### src/rtl/ff_pkg.sv
// Shared definitions for the multi-mode register bank: operation-select encoding.
package ff_pkg;

    // Operation select presented on the 3-bit mode input.
    typedef enum logic [2:0] {
        MODE_HOLD = 3'b000,
        MODE_LOAD = 3'b001,
        MODE_JK   = 3'b010,
        MODE_TOG  = 3'b011,
        MODE_SHL  = 3'b100,
        MODE_SHR  = 3'b101,
        MODE_INC  = 3'b110,
        MODE_DEC  = 3'b111
    } ff_mode_e;

    localparam int MODE_W = 3;

endpackage

### src/rtl/ff_next_state.sv
// Combinational next-state logic for ff_reg_bank: computes the candidate state,
// the wrap carry and the serial bit shifted out, assuming the operation is enabled.
module ff_next_state
    import ff_pkg::*;
#(
    parameter int WIDTH = 8
) (
    input  logic [WIDTH-1:0]  state,
    input  logic [MODE_W-1:0] mode,
    input  logic [WIDTH-1:0]  D,
    input  logic [WIDTH-1:0]  J,
    input  logic [WIDTH-1:0]  K,
    input  logic [WIDTH-1:0]  T,
    input  logic              ser_in,
    output logic [WIDTH-1:0]  state_nxt,
    output logic              carry_nxt,
    output logic              ser_load,
    output logic              ser_bit
);

    localparam logic [WIDTH-1:0] ONE = WIDTH'(1);

    // Decode the selected operation into next-state, carry and serial-out values.
    always_comb begin
        // NOTE: every output gets a default first so no path leaves it unassigned, which would infer a latch.
        state_nxt = state;
        carry_nxt = 1'b0;
        ser_load  = 1'b0;
        ser_bit   = 1'b0;
        case (ff_mode_e'(mode))
            MODE_HOLD: state_nxt = state;
            MODE_LOAD: state_nxt = D;
            // JK characteristic: set where J, keep where not K, toggles when both.
            MODE_JK:   state_nxt = (J & ~state) | (~K & state);
            MODE_TOG:  state_nxt = state ^ T;
            MODE_SHL: begin
                state_nxt = {state[WIDTH-2:0], ser_in};
                ser_load  = 1'b1;
                ser_bit   = state[WIDTH-1];
            end
            MODE_SHR: begin
                state_nxt = {ser_in, state[WIDTH-1:1]};
                ser_load  = 1'b1;
                ser_bit   = state[0];
            end
            MODE_INC: begin
                state_nxt = state + ONE;
                carry_nxt = &state;
            end
            MODE_DEC: begin
                state_nxt = state - ONE;
                carry_nxt = ~|state;
            end
            default: state_nxt = state;
        endcase
    end

endmodule

### src/rtl/ff_reg_bank.sv
// WIDTH-bit multi-mode register bank (D / JK / T / shift / count) with true and
// complemented registered outputs, serial-out, wrap carry and change pulse.
// Optional synchronous clear input sclr is present when FF_SYNC_CLR_EN is defined.
module ff_reg_bank
    import ff_pkg::*;
#(
    parameter int               WIDTH   = 8,
    parameter logic [WIDTH-1:0] RST_VAL = '0
) (
    input  logic              clk,
    input  logic              rst_n,
    input  logic              en,
    input  logic [MODE_W-1:0] mode,
    input  logic [WIDTH-1:0]  D,
    input  logic [WIDTH-1:0]  J,
    input  logic [WIDTH-1:0]  K,
    input  logic [WIDTH-1:0]  T,
    input  logic              ser_in,
`ifdef FF_SYNC_CLR_EN
    input  logic              sclr,
`endif
    output logic [WIDTH-1:0]  state,
    output logic [WIDTH-1:0]  reState,
    output logic              ser_out,
    output logic              carry,
    output logic              changed
);

    logic [WIDTH-1:0] state_nxt;
    logic             carry_nxt;
    logic             ser_load;
    logic             ser_bit;
    logic             clr;

    logic [WIDTH-1:0] state_d;
    logic             carry_d;
    logic             ser_d;

`ifdef FF_SYNC_CLR_EN
    assign clr = sclr;
`else
    assign clr = 1'b0;
`endif

    ff_next_state #(
        .WIDTH (WIDTH)
    ) u_next (
        .state     (state),
        .mode      (mode),
        .D         (D),
        .J         (J),
        .K         (K),
        .T         (T),
        .ser_in    (ser_in),
        .state_nxt (state_nxt),
        .carry_nxt (carry_nxt),
        .ser_load  (ser_load),
        .ser_bit   (ser_bit)
    );

    // Select what the registers load: clear beats enable, enable beats hold.
    always_comb begin
        state_d = state;
        carry_d = 1'b0;
        ser_d   = ser_out;
        if (clr) begin
            state_d = RST_VAL;
            ser_d   = 1'b0;
        end else if (en) begin
            state_d = state_nxt;
            carry_d = carry_nxt;
            if (ser_load) begin
                ser_d = ser_bit;
            end
        end
    end

    // Output registers; reState is its own flop so it never glitches against state.
    always_ff @(posedge clk or negedge rst_n) begin
        if (!rst_n) begin
            state   <= RST_VAL;
            reState <= ~RST_VAL;
            ser_out <= 1'b0;
            carry   <= 1'b0;
            changed <= 1'b0;
        end else begin
            // NOTE: non-blocking so changed compares against the pre-edge state value.
            state   <= state_d;
            reState <= ~state_d;
            ser_out <= ser_d;
            carry   <= carry_d;
            changed <= (state_d != state);
        end
    end

endmodule

### config.mk
export PLATFORM = sky130hd
export DESIGN_NAME = ff_reg_bank
export DESIGN_NICKNAME = d
export VERILOG_FILES = /design/src/rtl/ff_pkg.sv /design/src/rtl/ff_next_state.sv /design/src/rtl/ff_reg_bank.sv
export SDC_FILE = /design/constraint.sdc
export NUM_CORES = 1
export LEC_CHECK = 0
export BUFFER_PORTS_ARGS = -buffer_cell sky130_fd_sc_hd__buf_2
export CORE_MARGIN = 2
export CORE_UTILIZATION = 31
export CTS_CLUSTER_DIAMETER = 60
export DETAILED_ROUTE_END_ITERATION = 8
export GPL_ROUTABILITY_DRIVEN = 1
export PLACE_DENSITY_LB_ADDON = 0.2
export SYNTH_ARGS = -nofsm -noshare
export SYNTH_HDL_FRONTEND = slang
export SYNTH_SLANG_ARGS = --single-unit
### constraint.sdc
create_clock -name clk -period 3.18 [get_ports clk]
set_input_delay 0.636 -clock clk [delete_from_list [all_inputs] [get_ports clk]]
set_output_delay 0.636 -clock clk [all_outputs]
set_load 0.02 [all_outputs]
Yosys cells after proc, flatten, opt, wreduce, memory -nomap -nowiden
Index checks and enable logic that the tools add are counted.

RAM bits: 0. Word-level logic and storage cells: 34. Register bits: 19. ROM bits: 0. Latch bits: 0. Memories kept: 0.

Bitwise logic cells: 7. Shifts and indexed selects: 0. Equal/unequal tests: 8. Add/sub/neg operators: 2. Multipliers: 0. Divide/modulo/power cells: 0. Reduce and logical (&&, ||, !) cells: 6. $lt $le $gt $ge: 0. Multiplexer cells: 6.

Operators with widths (count): case mux 8 bit (8 select lines) (1); inverter 8 bit (3); AND 8 bit (2); equality test 3 bit (second input constant) (4); adder 8 x 1 -> 8 bit (second input constant) (1); two-way mux 8 bit (1); != test 8 bit (1); OR 8 bit (1); AND reduction 8 bit (1); OR reduction 8 bit (1); subtractor 8 x 1 -> 8 bit (second input constant) (1); bitwise XOR 8 bit (1); equality test 3 x 2 -> 1 bit (second input constant) (2); case mux 1 bit (2 select lines) (2); equality test 3 x 1 -> 1 bit (second input constant) (1); logical NOT 3 bit (1); two-way mux 1 bit (2); AND reduction 2 bit (1); OR reduction 2 bit (1); logical NOT 1 bit (1).

Logic depth before layout (Yosys ltp)
Word-level depth: 6. Mapped depth: 11. Mapped depth without buffers: 10.

Hierarchy
A second synthesis with hierarchy kept.

Cells, all modules: 197. Area, all modules: 1637.8 um^2.

Modules (own cells, without submodules): ff_next_state (cells each 147, sequential area each 0.0 um^2, instances 1, area an instance 923.4 um^2); ff_reg_bank (cells each 50, sequential area each 485.5 um^2, instances 1, area an instance 714.4 um^2).

Least setup slack after synthesis
Ideal clock, no wire load.

Path kind: input -> register. From: in mode[0]. To: reg changed. Stages: 11. Slack: 0.642 ns. Setup time: 0.148 ns. Arrival: 2.390 ns. Buffers on the path: 1. Path through: buf_2 -> nand3_1 -> xnor2_1 -> ha_1 -> nor3b_1 -> a21oi_1 -> xnor2_1 -> o211ai_1 -> o22ai_1 -> a2111oi_0 -> nand4_1.

Word-level cells in the longest chain between the ends: 4. Elaborated cells between the ends (all ways): 11. Those cells by class: eq/ne: 8; mux: 2; reduce/logical: 1.

Ends and longest elaborated chain: start: declaration (line ff_reg_bank.sv:13) `input logic [MODE_W-1:0] mode,`; equality test 3 bit, or another cell as far along (line ff_next_state.sv:30) `case (ff_mode_e'(mode))`; case mux 8 bit (8 select lines) * (line ff_next_state.sv:30); two-way mux 8 bit * (line ff_reg_bank.sv:69) `end else if (en) begin`; != test 8 bit * (line ff_reg_bank.sv:92) `changed <= (state_d != state);`; end signal: assignment (line ff_reg_bank.sv:92); end: declaration (line ff_reg_bank.sv:26) `output logic changed`.

Mark *: on every way between the ends. The rest lies on a longest branch, timed or not. A chain may end at the register's enable or synchronous reset.

Worst setup path after layout
Same ends and word-level chain as after synthesis.

==> flow_metrics.env <==
export IMPL_outcome="finished clean"
export IMPL_worstMarginPinSlew_ps=540
export IMPL_synth_top_family_by_area="compound AO/OA/AOI/OAI gates"
export IMPL_grt_overflow_total=0
export IMPL_dpl_hpwl_mm=3.99
export IMPL_firstDrtPassIters=4
export IMPL_fp_coreArea_sq_um=5470
export IMPL_reg2reg_slack_ps=640
export IMPL_syn_avg_cell_area_sq_um=8.39
export IMPL_fill_cells=590
export IMPL_cts_buffers=3
export IMPL_relSlewSlack_pct=63.1
export IMPL_diodes=0
export IMPL_grt_pass1_wl_mm=8.76
export IMPL_max_clock_path_buffers=2
export IMPL_hold_worst_slack_ps=307
export IMPL_hold_buffers=0
export IMPL_vias=1813
export IMPL_synth_xor_area_share_pct=4.02
export IMPL_vdd_ir_drop_worst_uv=271
export IMPL_port_buffers=57
export IMPL_p_leak_nw=0.942
export IMPL_drtIter0Drc=137
export IMPL_syn_num_nets=248
export IMPL_fp_dieArea_sq_um=6240
export IMPL_setup_violations=0
export IMPL_io_pins=58
export IMPL_hold_class="primary input to async pin"
export IMPL_syn2layout_area_growth_pct=21.2
export IMPL_r2r_start="state[1]"
export IMPL_hold_viol_final=0
export IMPL_gp_congestion=0.943
export IMPL_grt_pass1_vias=1736
export IMPL_grt_start_max_net_pins=22
export IMPL_crit_fanout=13
export IMPL_ys_ff_latch=19
export IMPL_tns_ps=0
export IMPL_die_w_um=79.0
export IMPL_fmax_mhz=376
export IMPL_cts_max_level=1
export IMPL_synth_top_area_share_pct=15.8
export IMPL_rsz0062_at_grt="no"
export IMPL_ant_nets=0
export IMPL_drv_cap=0
export IMPL_start_util_pct=31.9
export IMPL_synth_seq_area_share_pct=27.8
export IMPL_final_max_slew_viol_count=0
export IMPL_ys_async_sr_fraction_pct=100
export IMPL_cts_sinks=19
export IMPL_ys_types=63
export IMPL_cts_tree="yes"
export IMPL_required_ps=3300
export IMPL_rr_worst_depth=8
export IMPL_cp_arrival_ps=2780
export IMPL_yosysTopAreaCell="dfrtp_1"
export IMPL_min_period_ps=2660
export IMPL_drc_errors=0
export IMPL_wirelength_mm=5.26
export IMPL_track_usage_pct=17.6
export IMPL_nets=302
export IMPL_ys_flop_type="dfrtp_1"
export IMPL_syn_inst=208
export IMPL_antenna_found_initial=0
export IMPL_synth_area_sq_um=1740
export IMPL_synth_compound_area_share_pct=32.5
export IMPL_finalClockSkew_ps=0.888
export IMPL_ys_warnings_count=0
export IMPL_path_class="primary input to flop"
export IMPL_clk_pin_slew_ps=70
export IMPL_root_buffer="clkbuf_8"
export IMPL_clock_latency_ps=260
export IMPL_synth_edff_count=0
export IMPL_post_cts_buffers=0
export IMPL_r2r_end="changed"
export IMPL_placed_cells=329
export IMPL_cts_resized=0
export IMPL_cellPowerDensity_nw_per_um2=481
export IMPL_die_h_um=79.0
export IMPL_cp_start_kind="primary input"
export IMPL_cp_end_kind="flop"
export IMPL_synth_area_top_cells="dfrtp_1 (16%), dfstp_2 (12%), a21oi_1 (4.0%)"
export IMPL_drive_gt1_share_pct=34.9
export IMPL_synthAdderAreaFrac_pct=0.717
export IMPL_synthMuxAreaShare_pct=4.73
export IMPL_synth_commonest_cells="a21oi_1 (14), inv_1 (13), nand2_1 (12), nor2_1 (12)"
export IMPL_yosysMostFrequentCell="a21oi_1"
export IMPL_viasPerCell=5.44
export IMPL_wl_per_cell_um=15.8
export IMPL_instances_no_fill=333
export IMPL_yosys_area_share_simple_pct=19.8
export IMPL_rows=27
export IMPL_min_period_over_period_pct=83.7
[power breakdown]
part,internal [mW],switching [mW]
sequential,0.308,0.0841
clock,0.0891,0.0822
combinational,0.190,0.265
[sequential cells by signal, summed over array words and instances, names as in the netlist]
name and count:
ser_out 1, carry 1, state 8, reState 8, changed 1
[per-stage QoR]
stage                     utilization, %  cell area (sq um)  power (mW)  worst slack (ps)
after floorplan                        -               1740       0.715               642
after global placement              37.8               2070       0.854               318
after detailed placement            37.8               2070       0.850               242
after CTS                           38.6               2110        1.03               519
after global routing                38.6               2110        1.09               202
final                               38.6               2110        1.02               519
[kinds of logic after synthesis]
group                    Yosys count
AO/OA/AOI/OAI                     78
XOR/XNOR                           8
adder cells (fa/ha/maj)            1
buffers and inverters             32
flip-flops                        19
multiplexers                       8
AND/OR/NAND/NOR                   62
[how the worst max path moves through the flow]
| stage | from | to | slack (ps) | depth (start not counted) |
|---|---|---|---|---|
| after floorplan | mode[0] | changed | 640 | 11 |
| final | mode[0] | changed | 520 | 11 |
| after detailed placement | mode[0] | changed | 240 | 11 |
| after global placement | mode[0] | changed | 320 | 11 |
| after global routing | mode[0] | changed | 200 | 11 |
| after CTS | mode[0] | changed | 520 | 11 |
[layer usage]
metal  routed length [um]  vias to the layer above  global-route usage [%]
met5                    0                        -                       0
met3                  387                        6                    2.95
li1                     -                      889                       -
met2                 2310                       74                    27.1
met1                 2510                      844                    25.6
met4                   57                        0                    4.31
[placed cells by master, fill, tap and decap left out, types with 2 or more instances in the layout]
| master | instances |
|---|---|
| buf_2 | 57 |
| a21oi_1 | 14 |
| inv_1 | 13 |
| nor2_1 | 12 |
| nand2_1 | 12 |
| o21ai_0 | 11 |
| dfrtp_1 | 11 |
| buf_4 | 11 |
| dfstp_2 | 8 |
| xnor2_1 | 7 |
| nand3_1 | 6 |
| a211oi_1 | 6 |
| mux2i_1 | 6 |
| o31ai_1 | 5 |
| nor2b_1 | 4 |
| o211ai_1 | 4 |
| nand4_1 | 4 |
| and3_1 | 4 |
| a2111oi_0 | 3 |
| a21boi_0 | 3 |
| nor3_1 | 3 |
| o21a_1 | 3 |
| clkbuf_8 | 3 |
| nand2b_1 | 2 |
| o311ai_0 | 2 |
| a21o_1 | 2 |
| o22a_1 | 2 |
| mux2_2 | 2 |
| a31oi_1 | 2 |
| nor3b_1 | 2 |
| o221ai_1 | 2 |
| o211ai_2 | 2 |
| and4_1 | 2 |
| o22ai_1 | 2 |
| o2bb2ai_1 | 2 |
[area by class of cell]
cell class              instances  area, sq um  area share [%]
clock buffers                   4         45.0            2.13
well taps                      72         90.1            4.26
repair buffers                 68          368            17.4
inverters                      13         48.8            2.31
flip-flops and latches         19          485            23.0
multi-input cells             157         1080            50.9
[critical path, cell delays in order]
cell,delay (ps)
buf_2,220
nand3_1,180
xnor2_1,180
ha_1,280
nor2_1,80
or3_1,360
nand4_1,130
o21ai_0,90
a2111oi_0,370
buf_4,170
nand4_1,80
No activity file was read; power rests on OpenSTA's default activity.
